## config.mk

```make
export PLATFORM = sky130hd
export DESIGN_NAME = tt_sweep
export DESIGN_NICKNAME = d
export VERILOG_FILES = /design/src/rtl/tt_sweep.sv
export SDC_FILE = /design/constraint.sdc
export NUM_CORES = 1
export LEC_CHECK = 0
export ABC_AREA = 0
export BUFFER_PORTS_ARGS = -buffer_cell sky130_fd_sc_hd__buf_2
export CAP_MARGIN = 20
export CORE_ASPECT_RATIO = 0.5
export CORE_MARGIN = 2
export CORE_UTILIZATION = 31
export DETAILED_ROUTE_END_ITERATION = 16
export GPL_TIMING_DRIVEN = 0
export PLACE_DENSITY = 0.48
export SYNTH_ARGS = -nofsm -noshare
export SYNTH_HDL_FRONTEND = slang
export SYNTH_SLANG_ARGS = --single-unit
```

## constraint.sdc

```tcl
create_clock -name clk -period 2.45 [get_ports clk]
set_clock_uncertainty 0.2 [all_clocks]
set_input_delay 0.245 -clock clk [delete_from_list [all_inputs] [get_ports clk]]
set_output_delay 0.245 -clock clk [all_outputs]
set_load 0.02 [all_outputs]
```

## src/rtl/tt_sweep.sv

```systemverilog
// Exhaustive truth-table sweeper for a 5-input combinational function:
// steps all 32 input vectors, captures y_in per vector and compares to a golden table.
module tt_sweep #(
    parameter int SETTLE = 1
) (
    input  logic        clk,
    input  logic        rst,
    input  logic        start,
    input  logic [31:0] expected,
    input  logic        y_in,
    output logic        a,
    output logic        b,
    output logic        c,
    output logic        d,
    output logic        e,
    output logic        busy,
    output logic        done,
    output logic        pass,
    output logic [31:0] table_out,
    output logic [5:0]  mismatch_count,
    output logic [4:0]  first_fail,
    output logic        first_fail_valid
);

    // state | meaning
    // IDLE  | waiting for start; results hold from the last sweep
    // RUN   | driving vector idx, sampling y_in after SETTLE cycles
    // DONE  | one-cycle completion pulse, pass valid
    typedef enum logic [1:0] {
        IDLE = 2'd0,
        RUN  = 2'd1,
        DONE = 2'd2
    } state_t;

    localparam logic [3:0] SETTLE_M1 = 4'(SETTLE - 1);

    state_t      state_q, state_d;
    logic [4:0]  idx_q, idx_d;
    logic [3:0]  cnt_q, cnt_d;
    logic [31:0] exp_q, exp_d;
    logic [31:0] tab_q, tab_d;
    logic [5:0]  mm_q, mm_d;
    logic [4:0]  ff_q, ff_d;
    logic        ffv_q, ffv_d;
    logic        pass_q, pass_d;

    always_ff @(posedge clk) begin
        if (rst) begin
            state_q <= IDLE;
            idx_q   <= '0;
            cnt_q   <= '0;
            exp_q   <= '0;
            tab_q   <= '0;
            mm_q    <= '0;
            ff_q    <= '0;
            ffv_q   <= 1'b0;
            pass_q  <= 1'b0;
        end else begin
            state_q <= state_d;
            idx_q   <= idx_d;
            cnt_q   <= cnt_d;
            exp_q   <= exp_d;
            tab_q   <= tab_d;
            mm_q    <= mm_d;
            ff_q    <= ff_d;
            ffv_q   <= ffv_d;
            pass_q  <= pass_d;
        end
    end

    always_comb begin
        state_d = state_q;
        idx_d   = idx_q;
        cnt_d   = cnt_q;
        exp_d   = exp_q;
        tab_d   = tab_q;
        mm_d    = mm_q;
        ff_d    = ff_q;
        ffv_d   = ffv_q;
        pass_d  = pass_q;
        case (state_q)
            IDLE: begin
                if (start) begin
                    state_d = RUN;
                    exp_d   = expected;
                    tab_d   = '0;
                    mm_d    = '0;
                    ff_d    = '0;
                    ffv_d   = 1'b0;
                    pass_d  = 1'b0;
                    idx_d   = '0;
                    cnt_d   = '0;
                end
            end
            RUN: begin
                if (cnt_q == SETTLE_M1) begin
                    cnt_d        = '0;
                    tab_d[idx_q] = y_in;
                    if (y_in != exp_q[idx_q]) begin
                        mm_d = mm_q + 6'd1;
                        if (!ffv_q) begin
                            ff_d  = idx_q;
                            ffv_d = 1'b1;
                        end
                    end
                    // Last vector: stop here rather than wrapping idx to 0.
                    if (idx_q == 5'd31) begin
                        state_d = DONE;
                        pass_d  = (mm_d == 6'd0);
                    end else begin
                        idx_d = idx_q + 5'd1;
                    end
                end else begin
                    cnt_d = cnt_q + 4'd1;
                end
            end
            DONE:    state_d = IDLE;
            default: state_d = IDLE;
        endcase
    end

    always_comb begin
        busy             = (state_q == RUN);
        done             = (state_q == DONE);
        {a, b, c, d, e}  = (state_q == RUN) ? idx_q : 5'd0;
        pass             = pass_q;
        table_out        = tab_q;
        mismatch_count   = mm_q;
        first_fail       = ff_q;
        first_fail_valid = ffv_q;
    end

endmodule

```

# Word level (Yosys, flattened, before mapping)
# Cells that the tools add are included.
# word_totals
ff_bits	88
latch_bits	0
ramBits	0
mem_bits_ro	0
input_bits	36
n_memories	0
# op_classes
add_sub_neg	3
mul	0
div	0
n_lt_le_gt_ge	2
eq_ne	10
shift	0
mux	37
n_bitwise	0
reduce_logical	13
# ops
op	n
two-way mux 32 bit	2
case mux 32 bit (2 select lines)	1
two-way mux 5 bit	7
bitwise mux 32 bit	1
two-way mux 6 bit	5
case mux 5 bit (2 select lines)	2
case mux 6 bit (2 select lines)	1
AND reduction 4 bit	3
two-way mux 4 bit	2
case mux 4 bit (2 select lines)	1
two-way mux 1 bit	7
adder 6 x 1 -> 6 bit (second input constant)	1
zero test 6 bit	1
< comparator 5 x 6 -> 1 bit (second input constant)	1
two-way mux 2 bit	3
!= test 2 x 1 -> 1 bit (second input constant)	3
!= test 2 bit (second input constant)	3
AND reduction 3 bit	2
adder 5 x 1 -> 5 bit (second input constant)	1
binary-select mux 1 bit (select 5 bit)	1
demux 1 bit (select 5 bit)	1
== test 5 bit (second input constant)	1
>= comparator 5 x 1 -> 1 bit (second input constant)	1
AND reduction 5 bit	1
other kinds (11)	13

# Longest topological paths before layout
# logic_depth
word_depth	10
ltp_mapped	11

# Least setup slack after synthesis
# No wires, ideal clock.
# synth_timing
path_kind	register to register
start	reg idx_q[0]
end	reg pass_q, in the netlist pass
setup_ns	0.116
t_arrival_ns	2.075
path_slack_ns	0.059
path_stages_with_launch	10
n_path_buf	3
synth_period_minus_slack_ns	2.391
cell_sequence	dfxtp_1 buf_6 mux4_2 a22oi_1 and4_1 buf_6 xor2_2 buf_6 o311ai_1 a31o_1
# synth_between
elab_chain_cells	10
elab_cells_between_ends	13
classes_between	eq/ne (3); mux (8); reduce/logical (2)
# synth_lines
element	line_no	source
start: declaration	38	logic [4:0] idx_q, idx_d;
start signal: assignment	60	idx_q <= idx_d;
binary-select mux 1 bit (select 5 bit)	99	if (y_in != exp_q[idx_q]) begin
two-way mux 1 bit (implied by the code)	99	
!= test 1 bit	99	
two-way mux 6 bit	99	
two-way mux 6 bit	96	if (cnt_q == SETTLE_M1) begin
two-way mux 6 bit	81	case (state_q)
zero test 6 bit	109	pass_d = (mm_d == 6'd0);
two-way mux 1 bit	107	if (idx_q == 5'd31) begin
two-way mux 1 bit	96	
case mux 1 bit (2 select lines)	81	
end signal: assignment	67	pass_q <= pass_d;
end: declaration	45	logic pass_q, pass_d;
# Parallel ways exist; a longest one is shown, timed or not. The select of a mux whose other input is x is not followed.
# A chain may end at the register's enable or synchronous reset.

# Worst setup path after layout
# Ends and elaborated chain as after synthesis.

==> impl_metrics.json <==
{
  "status": "finished with violations",
  "violations": "setup timing",
  "routed_wl_mm": 13.8,
  "critPathMostFrequentCell": "buf_6",
  "layout.nets": 721,
  "gp_congestion": 0.789,
  "pin_count": 88,
  "dr.pass1.iters": 4,
  "synthMuxAreaShare_pct": 4.79,
  "ant_nets": 0,
  "grt_max_degree": 17,
  "syn_nets": 592,
  "yosysWarnings": 0,
  "p_total_mw": 3.29,
  "dp_slack_ns": -0.332,
  "critPathMaxStageDelay_ns": 0.52,
  "die_w_um": 171,
  "io_buffers": 87,
  "netlist.area_leader.share_pct": 40.6,
  "cp_top_family": "multiplexers",
  "async_flop_share_pct": 0,
  "r2r_slack_ns": -0.06,
  "drt_iter0_drc": 214,
  "die_y_um": 87.6,
  "grt_pass1_vias": 4145,
  "core_region_area_mm2": 0.0136,
  "clock_path_buffers": 2,
  "hold_viol": 0,
  "worstRegToRegCells": 8,
  "syn-cell-area_mm2": 0.00433,
  "crit_path_end_kind": "register",
  "fillCellCount": 1466,
  "netSwitchingPower_mw": 0.931,
  "hold_start": "rst",
  "holdPathEnd": "first_fail[2]$_SDFFE_PP0P_",
  "pwr-share-comb_pct": 14.4,
  "vdd_drop_max_uv": 288,
  "design_area_mm2": 0.00582,
  "critPathArrivalTime_ns": 2.55,
  "cp_cell_sequence": "buf_6, mux4_2, a22oi_2, and4_4, xor2_4, buf_6, o311ai_4, a31o_1",
  "dp_hpwl_mm": 9.64,
  "place_area_mm2": 0.00501,
  "grt_pass1_wl_mm": 22.2,
  "row_count": 30,
  "cpMaxStageDelayCell": "mux4_2",
  "viasPerCell": 4.96,
  "p_seq_share_pct": 45.4,
  "grtUsageTotal_pct": 19.1,
  "fin_setup_tns_ns": -0.298,
  "htreeDepth": 3,
  "whs_path_depth": 4,
  "rsz0062_at_grt": "yes",
  "pwr_density_cell_mw_per_mm2": 565,
  "antenna_found_initial": 0,
  "syn2layout_area_growth_pct": 34.3,
  "start_kind": "register",
  "yosysTopAreaCell": "dfxtp_1",
  "max_freq_mhz": 398,
  "clkSlewWorstSetupHoldPaths_ns": 0.07,
  "cts_made_buffers": 9,
  "fin_ws_ns": -0.0635,
  "clock_latency_ns": 0.35,
  "ys_seq_area_share_pct": 40.6,
  "critPathKind": "register to register",
  "synth_area_leaders": "dfxtp_1, nand2_1, a21oi_1, a21boi_0, mux2i_1",
  "avgSynthCellArea_um2": 7.91,
  "wl_per_cell_um": 15.8,
  "cts_tree": "built",
  "p_int_mw": 2.36,
  "dieArea_mm2": 0.0150,
  "syn_inst": 548,
  "cts_root_buffer": "clkbuf_16",
  "ys_ff_latch": 88,
  "synth_edf_count": 0,
  "finalCritPeriodShare_pct": 103,
  "drv_cap": 0,
  "cp.required_ns": 2.49,
  "ys.flop_type": "dfxtp_1",
  "tightest_slew_ns": 0.805,
  "hold_path_class": "primary input to register",
  "crit_buf_inv": 2,
  "p_clk_share_pct": 40.2,
  "period_minus_slack_ns": 2.51,
  "max_slew_margin_pct": 46.2,
  "fin_hold_ws_ns": 0.0931,
  "yosys.area_share.simple_pct": 21.8,
  "cp_max_fo": 6,
  "dr_total_vias": 4337,
  "slew_violations": 0,
  "synth_adder_area_share_pct": 2.31,
  "synth-xor-area-share_pct": 1.56,
  "switching_share_pct": 28.3,
  "cts_sinks": 88,
  "synth_compound_area_share_pct": 22.8,
  "globalRouteOverflowTotal": 0,
  "critPathLaunch": "idx_q[0]$_SDFFE_PP0P_",
  "synth_top_family_by_area": "compound AO/OA/AOI/OAI gates",
  "drc": 0,
  "diodes": 0,
  "cp.depth": 8,
  "synth_cell_types": 54,
  "r2r_start": "idx_q[0]$_SDFFE_PP0P_",
  "r2r_end": "pass$_SDFFE_PP0P_",
  "drive_gt1_share_pct": 23.3,
  "finalSetupViolations": 7,
  "initial_core_util_pct": 31.9,
  "leakage_nw": 2.23
}
## flip-flops by register name, indices dropped and copies added (netlist names)
register and cells:
cnt_q 4, exp_q 32, first_fail 5, first_fail_valid 1, idx_q 5, mismatch_count 6, pass 1, state_q 2
table_out 32
## synth_stat cells, drive strengths merged, types with 2 or more instances
library cell,instances
nand2,112
nand2b,3
or2,3
buf,8
o21ai,36
a21boi,30
nor3,9
mux4,2
mux2i,14
a31oi,4
clkbuf,36
o2111ai,5
and3,8
nor3b,5
a22oi,4
ha,8
mux2,2
dfxtp,88
xnor2,2
nor2,22
and2,4
or4,2
nand3,20
inv,12
a21oi,72
nand4,8
xor2,4
nand3b,4
o22ai,6
## per-layer routing
layer	wire, um	share of wire [%]	vias up	GRT usage, %
met4	109	0.79	0	4.16
met3	750	5.4	9	4.25
met2	5880	43	109	29.3
met1	7030	51	2029	27.5
li1	-	-	2190	-
met5	0	0	-	0
## per-stage QoR
step	instances	utilization, %
2_1_floorplan	548	-
3_3_place_gp	827	36.9
3_5_place_dp	827	36.9
4_1_cts	879	42.4
5_1_grt	874	42.8
6_report	874	42.8
## power by group through the flow
stage | sequential, mW | combinational, mW | clock, mW
after floorplan | 1.52 | 0.244 | 0
after global placement | 1.52 | 0.375 | 0
after detailed placement | 1.52 | 0.377 | 0
after CTS | 1.49 | 0.447 | 1.35
after global routing | 1.50 | 0.523 | 1.41
final | 1.49 | 0.475 | 1.32
## area by class of cell
class                      instances  area (um^2)  share of cell area (%)
inverter                          12         45.0                   0.774
multi-input combinational        404         2460                    42.3
sequential                        88         1770                    30.4
timing repair buffer             125          830                    14.3
clock inverter                     7         56.3                   0.967
clock buffer                       9          225                    3.87
tap                              192          240                    4.13
buffer                            37          194                    3.33
## cells in the final DEF (no fill, tap or decap), types with 5 or more instances in the layout
| cell type | Yosys | final |
|---|---|---|
| a21boi_0 | 30 | 30 |
| clkbuf_16 | 0 | 9 |
| o21ai_1 | 15 | 16 |
| a21oi_1 | 71 | 70 |
| buf_2 | 2 | 88 |
| nor2_1 | 21 | 19 |
| nor3_1 | 8 | 8 |
| and3_1 | 8 | 7 |
| o21ai_0 | 21 | 20 |
| clkbuf_1 | 36 | 24 |
| mux2i_1 | 14 | 11 |
| nand2_1 | 112 | 111 |
| nand4_1 | 8 | 8 |
| dfxtp_1 | 88 | 84 |
| nand3_1 | 20 | 18 |
| o22ai_1 | 6 | 6 |
| inv_1 | 11 | 11 |
| dlygate4sd3_1 | 0 | 32 |
| ha_1 | 8 | 8 |
| clkbuf_2 | 0 | 6 |
| buf_4 | 1 | 5 |
## how the worst max path moves through the flow
stage / end
final: pass$_SDFFE_PP0P_
after detailed placement: first_fail[3]$_SDFFE_PP0P_
after CTS: pass$_SDFFE_PP0P_
after floorplan: pass$_SDFFE_PP0P_
after global placement: first_fail[2]$_SDFFE_PP0P_
after global routing: first_fail[0]$_SDFFE_PP0P_
## tightest hold or removal path, stage by stage
cell       delay [ns]
buf_2            0.10
inv_1            0.10
o2111ai_2        0.10
nand3_1          0.06
## kinds of logic (layout without fill, tap and decap cells)
family	after synthesis	after routing
AO/OA/AOI/OAI	166	166
XOR/XNOR	6	6
adder cells (fa/ha/maj)	8	8
buffers and inverters	56	190
flip-flops	88	88
multiplexers	18	18
AND/OR/NAND/NOR	206	206
## what timing repair did
item / CTS / global route
endpoints found under the hold margin: 32 / 0
resized for setup: 24 / 21
setup buffers: 5 / 1
hold buffers: 32 / 0
pin swaps: 12 / 6
setup endpoints to repair: 50 / 50
Note: power is estimated with default switching activity, not from simulation.
